==> config.mk <==
export PLATFORM = sky130hd
export DESIGN_NAME = traffic_timer_flat
export DESIGN_NICKNAME = d
export VERILOG_FILES = /design/src/rtl/traffic_timer_if.sv /design/src/rtl/traffic_timer.sv /design/src/flat_wrapper.sv
export SDC_FILE = /design/constraint.sdc
export NUM_CORES = 1
export LEC_CHECK = 0
export CORE_ASPECT_RATIO = 1.2
export CORE_UTILIZATION = 58
export CTS_CLUSTER_DIAMETER = 60
export DETAILED_ROUTE_END_ITERATION = 8
export PLACE_DENSITY_LB_ADDON = 0.12
export RECOVER_POWER = 50
export SLEW_MARGIN = 20
export SYNTH_ARGS = -nofsm -noshare
export SYNTH_HDL_FRONTEND = slang
export SYNTH_SLANG_ARGS = --single-unit
export TNS_END_PERCENT = 20
==> constraint.sdc <==
create_clock -name clk -period 2.42 [get_ports clk]
set_input_delay 0.484 -clock clk [delete_from_list [all_inputs] [get_ports clk]]
set_output_delay 0.484 -clock clk [all_outputs]
set_load 0.02 [all_outputs]
==> src/rtl/traffic_timer_if.sv <==
// Handshake bundle between the traffic-light controller (master) and traffic_timer (slave).
// With TIMER_DISPLAY_EN defined the bundle also carries the remaining-seconds display value.
interface traffic_timer_if;
  logic       start_timer;
  logic [1:0] interval;
  logic       prog;
  logic [1:0] time_param_sel;
  logic [3:0] time_value;
  logic       expired;
`ifdef TIMER_DISPLAY_EN
  logic [3:0] count_out;

  modport master (
    output start_timer, interval, prog, time_param_sel, time_value,
    input  expired, count_out
  );

  modport slave (
    input  start_timer, interval, prog, time_param_sel, time_value,
    output expired, count_out
  );
`else
  modport master (
    output start_timer, interval, prog, time_param_sel, time_value,
    input  expired
  );

  modport slave (
    input  start_timer, interval, prog, time_param_sel, time_value,
    output expired
  );
`endif
endinterface

==> src/rtl/traffic_timer.sv <==
// Programmable seconds countdown for the traffic-light controller, clocked from a 1 Hz divider.
// Optional macro TIMER_DISPLAY_EN adds a registered count_out for a hex display.
module traffic_timer #(
  parameter int CLKS_PER_SEC = 27000000,
  parameter int DIV_W        = 25,
  parameter int T_BASE_DEF   = 6,
  parameter int T_EXT_DEF    = 3,
  parameter int T_YEL_DEF    = 2
) (
  input  logic            clk,
  input  logic            rst,
  traffic_timer_if.slave  bus
);

  typedef enum logic {IDLE = 1'b0, RUN = 1'b1} state_t;

  state_t             state_q, state_d;
  logic [DIV_W-1:0]   div_q, div_d;
  logic [3:0]         count_q, count_d;
  logic [3:0]         t_base_q, t_base_d;
  logic [3:0]         t_ext_q, t_ext_d;
  logic [3:0]         t_yel_q, t_yel_d;
  logic               expired_q, expired_d;
  logic               autostart_q, autostart_d;
  logic               tick_s;
  logic [1:0]         start_sel_s;
  logic [3:0]         start_val_s;

  assign tick_s = (state_q == RUN) && (div_q == DIV_W'(CLKS_PER_SEC - 1));

  // Interval lookup for a start; the post-reset auto-start uses the extended interval.
  always_comb begin
    start_sel_s = bus.start_timer ? bus.interval : 2'b01;
    case (start_sel_s)
      2'b00:   start_val_s = t_base_q;
      2'b01:   start_val_s = t_ext_q;
      2'b10:   start_val_s = t_yel_q;
      default: start_val_s = t_base_q;
    endcase
  end

  // Next-state logic; priority is prog, then start/auto-start, then the running countdown.
  always_comb begin
    state_d     = state_q;
    div_d       = div_q;
    count_d     = count_q;
    t_base_d    = t_base_q;
    t_ext_d     = t_ext_q;
    t_yel_d     = t_yel_q;
    expired_d   = 1'b0;
    autostart_d = 1'b0;

    if (bus.prog) begin
      case (bus.time_param_sel)
        2'b00:   t_base_d = bus.time_value;
        2'b01:   t_ext_d  = bus.time_value;
        2'b10:   t_yel_d  = bus.time_value;
        default: t_base_d = t_base_q;
      endcase
      // Restart reads the freshly written extended value when this write targeted it.
      count_d = t_ext_d;
      div_d   = '0;
      state_d = RUN;
    end else if (bus.start_timer || autostart_q) begin
      count_d = start_val_s;
      div_d   = '0;
      state_d = RUN;
    end else if (state_q == RUN) begin
      if (tick_s) begin
        div_d = '0;
        if (count_q <= 4'd1) begin
          expired_d = 1'b1;
          state_d   = IDLE;
        end else begin
          count_d = count_q - 4'd1;
        end
      end else begin
        div_d = div_q + DIV_W'(1);
      end
    end else begin
      div_d = '0;
    end
  end

  // State and parameter registers; reset arms the auto-start for the following cycle.
  always_ff @(posedge clk) begin
    if (rst) begin
      state_q     <= IDLE;
      div_q       <= '0;
      count_q     <= 4'd0;
      t_base_q    <= 4'(T_BASE_DEF);
      t_ext_q     <= 4'(T_EXT_DEF);
      t_yel_q     <= 4'(T_YEL_DEF);
      expired_q   <= 1'b0;
      autostart_q <= 1'b1;
    end else begin
      state_q     <= state_d;
      div_q       <= div_d;
      count_q     <= count_d;
      t_base_q    <= t_base_d;
      t_ext_q     <= t_ext_d;
      t_yel_q     <= t_yel_d;
      expired_q   <= expired_d;
      autostart_q <= autostart_d;
    end
  end

  assign bus.expired = expired_q;

`ifdef TIMER_DISPLAY_EN
  logic [3:0] count_out_q;

  // Display copy of the count, forced to zero whenever the timer is idle.
  always_ff @(posedge clk) begin
    if (rst) begin
      count_out_q <= 4'd0;
    end else begin
      count_out_q <= (state_d == RUN) ? count_d : 4'd0;
    end
  end

  assign bus.count_out = count_out_q;
`endif

endmodule

==> src/flat_wrapper.sv <==
// flat-port wrapper written by rule: the top's interface ports become plain ports
module traffic_timer_flat 
#(
  parameter int CLKS_PER_SEC = 27000000,
  parameter int DIV_W        = 25,
  parameter int T_BASE_DEF   = 6,
  parameter int T_EXT_DEF    = 3,
  parameter int T_YEL_DEF    = 2
)
  (clk, rst, bus_start_timer, bus_interval, bus_prog, bus_time_param_sel, bus_time_value, bus_expired);
  traffic_timer_if bus_i ();
  input  logic clk;
  input  logic rst;
  input wire logic [$bits(bus_i.start_timer)-1:0] bus_start_timer;
  input wire logic [$bits(bus_i.interval)-1:0] bus_interval;
  input wire logic [$bits(bus_i.prog)-1:0] bus_prog;
  input wire logic [$bits(bus_i.time_param_sel)-1:0] bus_time_param_sel;
  input wire logic [$bits(bus_i.time_value)-1:0] bus_time_value;
  output wire logic [$bits(bus_i.expired)-1:0] bus_expired;
  assign bus_i.start_timer = bus_start_timer;
  assign bus_i.interval = bus_interval;
  assign bus_i.prog = bus_prog;
  assign bus_i.time_param_sel = bus_time_param_sel;
  assign bus_i.time_value = bus_time_value;
  assign bus_expired = bus_i.expired;
  traffic_timer #(.CLKS_PER_SEC(CLKS_PER_SEC), .DIV_W(DIV_W), .T_BASE_DEF(T_BASE_DEF), .T_EXT_DEF(T_EXT_DEF), .T_YEL_DEF(T_YEL_DEF)) u_core (.clk(clk), .rst(rst), .bus(bus_i));
endmodule
==> results of run 1 <==
-- cells in the mapped netlist, types with 2 or more instances --
library cell	number
nor2b_1	3
inv_1	9
and3_1	9
o21ai_0	6
nor3_1	6
clkbuf_1	3
a21oi_1	8
or3_1	2
nand2_1	11
nor2_2	4
ha_1	5
xnor2_1	10
buf_6	4
a311oi_1	2
and4_1	3
nand3_1	14
nand2b_1	5
nand3b_1	2
nand4_1	9
xor2_1	15
dfxtp_1	44
buf_2	3
nor2_1	33
mux2i_1	10
a211o_1	5
a221o_1	2
-- state kept, by name, summed over array words and instances (netlist names) --
register	count
u_core.div_q	25
u_core.count_q	4
u_core.t_base_q	4
u_core.t_ext_q	4
u_core.t_yel_q	4
u_core.autostart_q	1
u_core.bus.expired	1
u_core.state_q	1
-- final cells by class --
cell class	instances	area, sq um
multi-input combinational	180	1210
fill	272	1160
sequential	44	881
timing repair buffer	18	161
clock buffer	6	82.6
tap	52	65.1
clock inverter	2	38.8
inverter	9	33.8
-- worst max-delay path, delay by kind of cell --
family	cells	cell delay, ns
AO/OA/AOI/OAI	1	0.29
AND/OR/NAND/NOR	2	0.85
buffers and inverters	1	0.71
-- cell families (layout without fill, tap and decap cells) --
family                     after synthesis  in the layout  synth area share
AOI/OAI and AO/OA                       29             29            0.0915
xor gates and xnor gates                25             25            0.0989
adders and majority gates                5              5            0.0282
buffers and inverters                   19             35            0.0475
DFF                                     44             44             0.398
muxes                                   11             11            0.0503
and+or+nand+nor                        110            110             0.286
-- routing by layer --
metal | vias up | share of wire | track usage
li1 | 877 | - | -
met1 | 785 | 0.43 | 0.252
met2 | 23 | 0.51 | 0.416
met3 | 10 | 0.028 | 0.0522
met4 | 0 | 0.033 | 0.130
met5 | - | 0 | 0
-- final timing paths --
kind | from | end | slack, ns | depth (start not counted)
min | u_core.div_q[0] | u_core.div_q[0] | 0.48 | 1
max reg2reg | u_core.div_q[0] | u_core.div_q[2] | 0.42 | 7
min reg2reg | u_core.div_q[0] | u_core.div_q[0] | 0.48 | 1
max | bus_prog | u_core.t_base_q[1] | 0.27 | 4
-- where the power goes --
| part | switching [uW] | internal [uW] |
|---|---|---|
| Clock | 249 | 337 |
| Combinational | 68.7 | 70.1 |
| Sequential | 16.6 | 741 |
| Total | 334 | 1150 |
-- per-stage QoR --
| step | util | instances | cell area [sq um] |
|---|---|---|---|
| 6_report | 0.680 | 311 | 2470 |
| 5_1_grt | 0.680 | 311 | 2470 |
| 4_1_cts | 0.690 | 311 | 2510 |
| 3_5_place_dp | 0.657 | 303 | 2390 |
| 3_3_place_gp | 0.657 | 303 | 2390 |
| 2_1_floorplan | - | 243 | 2210 |
==> results_dict.tcl, run 1 <==
set metrics [dict create \
    grt_max_degree 26 \
    max_freq_ghz 0.466 \
    final_common_cell "dfxtp_1" \
    htree_levels 2 \
    total_power_uw 1480 \
    port_buffers 12 \
    p_leak_uw 0.000921 \
    cts.sinks 44 \
    die_area_sq_um 4070 \
    drive_above_1_share 0.0888 \
    ys_warn_count 0 \
    synth-main-ff-cell "dfxtp_1" \
    grt_pass1_wl_microns 7260 \
    synth_top_cell_by_area "dfxtp_1" \
    setup_viol 0 \
    power_density_nw_per_um2 600 \
    critPathLaunchType "input port" \
    antenna_found_initial 0 \
    dpl.hpwl_microns 3010 \
    path_cells "dlygate4sd3_1, nor3b_1, nor2b_1, a211o_1" \
    grt_pass1_vias 1668 \
    ys_seq_area_frac 0.398 \
    hp-class "reg2reg" \
    die_x_microns 58.4 \
    finalHoldViolCount 0 \
    wire_per_inst_microns 13.3 \
    core_area_sq_um 3630 \
    fin_tns_setup_ns 0 \
    cts_hold_buffers 0 \
    via_count 1695 \
    outcome "finished, final reports clean" \
    io_pins 13 \
    ys_ff_latch 44 \
    synth_area_sq_um 2210 \
    post_cts_resized 0 \
    diodes 0 \
    slew_violations 0 \
    endpoint_kind "register" \
    cts_root_buffer "clkbuf_8" \
    synth_cell_types 42 \
    clockBufferDepth 2 \
    rsz0062_at_grt "no" \
    start_util 0.610 \
    yosys-top-cells-area "dfxtp_1, xor2_1, nor2_1" \
    grt_usage 0.236 \
    fin_ws_ns 0.273 \
    maxSlewHeadroom 0.423 \
    ys_async_sr_fraction 0 \
    synth_edf_count 0 \
    row_count 24 \
    worst_slew_pin_slew_ns 0.863 \
    area_delta_synth_final_pct 11.6 \
    critPathRequiredTime_ns 2.61 \
    maxCapViolCount 0 \
    numCtsBuffers 5 \
    post_cts_buffers 0 \
    crit_type "in2reg" \
    finClkSkew_ns 0.00907 \
    cp_slowest_cell "nor3b_1" \
    cp.arrival_ns 2.34 \
    final_nets 275 \
    most-common-layout-cells "dfxtp_1, nor2_1, xor2_1, nand3_1, nand2_1" \
    drc 0 \
    cts_tree "built" \
    preCtsSetupSlack_ns 0.0804 \
    final.min_clock_period_ns 2.15 \
    critical-path-max-stage-delay_ns 0.75 \
    wl_microns 4140 \
    syn_nets 260 \
    ir_drop_mv 0.465 \
    holdWs_ns 0.475 \
    clk_latency_ns 0.30 \
    syn_inst 243 \
    viasPerCell 5.45 \
    die_h_microns 69.7 \
    min_period_over_period 0.887 \
    overflow 0 \
    path_max_fanout 9 \
    syn_area_per_cell_sq_um 9.11 \
    synth_top_area_share 0.398 \
    drt-pass1-iter-count 4 \
    globalplace.congestion 0.837 \
    drtAntennaViolNets 0 \
    clk_pin_slew_ns 0.08 \
    drtIter0Drc 98 \
]
(Power assumes the default switching activity.)
==> run 2, diff against run 1 <==
SLEW_MARGIN = not set   (was 20)
==> results of run 2 <==
No change in the layout: final DEF, timing and power equal those of run 1.
==> run 3, diff against run 2 <==
==> constraint.sdc (replaced) <==
create_clock -name clk -period 2.42 [get_ports clk]
set_input_delay 0.363 -clock clk [delete_from_list [all_inputs] [get_ports clk]]
set_output_delay 0.363 -clock clk [all_outputs]
set_load 0.02 [all_outputs]
==> results_dict.tcl, run 3 (same netlist as run 1, synthesis figures left out) <==
set metrics [dict create \
    rsz0062_at_grt "no" \
    min-delay-start "u_core.div_q[0]" \
    power_density_nw_per_um2 592 \
    cts_root_buffer "clkbuf_8" \
    dpl.hpwl_microns 3060 \
    setup_viol 0 \
    clk_pin_slew_ns 0.08 \
    cts_tree "built" \
    critPathLaunchType "input port" \
    outcome "finished, final reports clean" \
    hp-class "reg2reg" \
    path_max_fanout 6 \
    critPathRequiredTime_ns 2.63 \
    critical-path-max-stage-delay_ns 0.57 \
    row_count 24 \
    area_delta_synth_final_pct 11.4 \
    grt_max_degree 26 \
    most-common-layout-cells "dfxtp_1, nor2_1, xor2_1, nand3_1, nand2_1" \
    grt_pass1_vias 1717 \
    die_h_microns 69.7 \
    cts_hold_buffers 0 \
    cp_slowest_cell "dlygate4sd3_1" \
    endpoint_kind "register" \
    port_buffers 12 \
    fin_tns_setup_ns 0 \
    finalHoldViolCount 0 \
    min_period_over_period 0.823 \
    drc 0 \
    cts.sinks 44 \
    post_cts_resized 0 \
    grt_pass1_wl_microns 7230 \
    cpLargestDelayFamily "buffers and inverters" \
    clk_latency_ns 0.30 \
    max_freq_ghz 0.502 \
    diodes 0 \
    drive_above_1_share 0.0805 \
    final_common_cell "dfxtp_1" \
    start_util 0.610 \
    overflow 0 \
    drt-pass1-iter-count 4 \
    maxSlewHeadroom 0.449 \
    grt_usage 0.233 \
    largest_register_ffs 25 \
    finClkSkew_ns 0.00637 \
    io_pins 13 \
    total_power_uw 1460 \
    r2r-start "u_core.div_q[0]" \
    clockBufferDepth 2 \
    drtIter0Drc 79 \
    p_leak_uw 0.000918 \
    timing.rr.end "u_core.div_q[10]" \
    antenna_found_initial 0 \
    via_count 1728 \
    viasPerCell 5.52 \
    globalplace.congestion 0.812 \
    maxCapViolCount 0 \
    whs_path_depth 1 \
    worst_slew_pin_slew_ns 0.827 \
    path_cells "dlygate4sd3_1, nor2b_1, clkbuf_1, mux2i_1, mux2_2, a211oi_1" \
    ir_drop_mv 0.513 \
    r2r.worst_path.cells 7 \
    hold_end "u_core.div_q[0]" \
    crit_type "in2reg" \
    drtAntennaViolNets 0 \
    wl_microns 4250 \
    path_buf_inv 2 \
    numCtsBuffers 5 \
    cp.arrival_ns 2.20 \
    die_x_microns 58.4 \
    htree_levels 2 \
    slew_violations 0 \
    final.min_clock_period_ns 1.99 \
    post_cts_buffers 0 \
    r2r_slack_ns 0.46 \
    core_area_sq_um 3630 \
    die_area_sq_um 4070 \
    wire_per_inst_microns 13.6 \
    regMostFlops "u_core.div_q" \
    final_nets 277 \
]
==> run 3: stage by stage <==
stage                     hold WS (ns)  area [sq um]  cells  setup slack (ns)   util
after floorplan                  0.391          2210    243             0.715      -
final                            0.481          2470    313             0.427  0.679
after global placement           0.445          2390    305             0.233  0.657
after detailed placement         0.461          2390    305             0.185  0.657
after CTS                        0.480          2500    313             0.503  0.689
after global routing             0.514          2470    313             0.247  0.679
==> run 3: metal layers <==
layer | part of all wire | GRT usage | up-vias
li1 | - | - | 880
met1 | 0.43 | 0.262 | 801
met2 | 0.51 | 0.405 | 34
met3 | 0.034 | 0.0504 | 13
met4 | 0.031 | 0.116 | 0
met5 | 0 | 0 | -
==> run 3: report_power, final <==
| group | internal, uW | switching [uW] |
|---|---|---|
| Sequential | 741 | 16.6 |
| Combinational | 70.2 | 68.2 |
| Clock | 311 | 253 |
==> run 3: worst max-delay path by stage <==
stage / start / to / slack (ns) / depth (start not counted)
2_1_floorplan: bus_interval[0] / u_core.count_q[0] / 0.71 / 7
3_3_place_gp: bus_start_timer / u_core.count_q[0] / 0.23 / 8
3_5_place_dp: bus_start_timer / u_core.count_q[1] / 0.18 / 8
4_1_cts: bus_start_timer / u_core.count_q[1] / 0.50 / 8
5_1_grt: u_core.div_q[0] / u_core.div_q[10] / 0.25 / 7
6_report: bus_time_param_sel[0] / u_core.count_q[2] / 0.43 / 6
==> run 3: cell type report <==
class	instances	area (sq um)
sequential	44	881
multi-input combinational	180	1200
clock buffer	5	68.8
timing repair buffer	20	169
clock inverter	3	46.3
inverter	9	33.8
tap	52	65.1
fill	317	1170
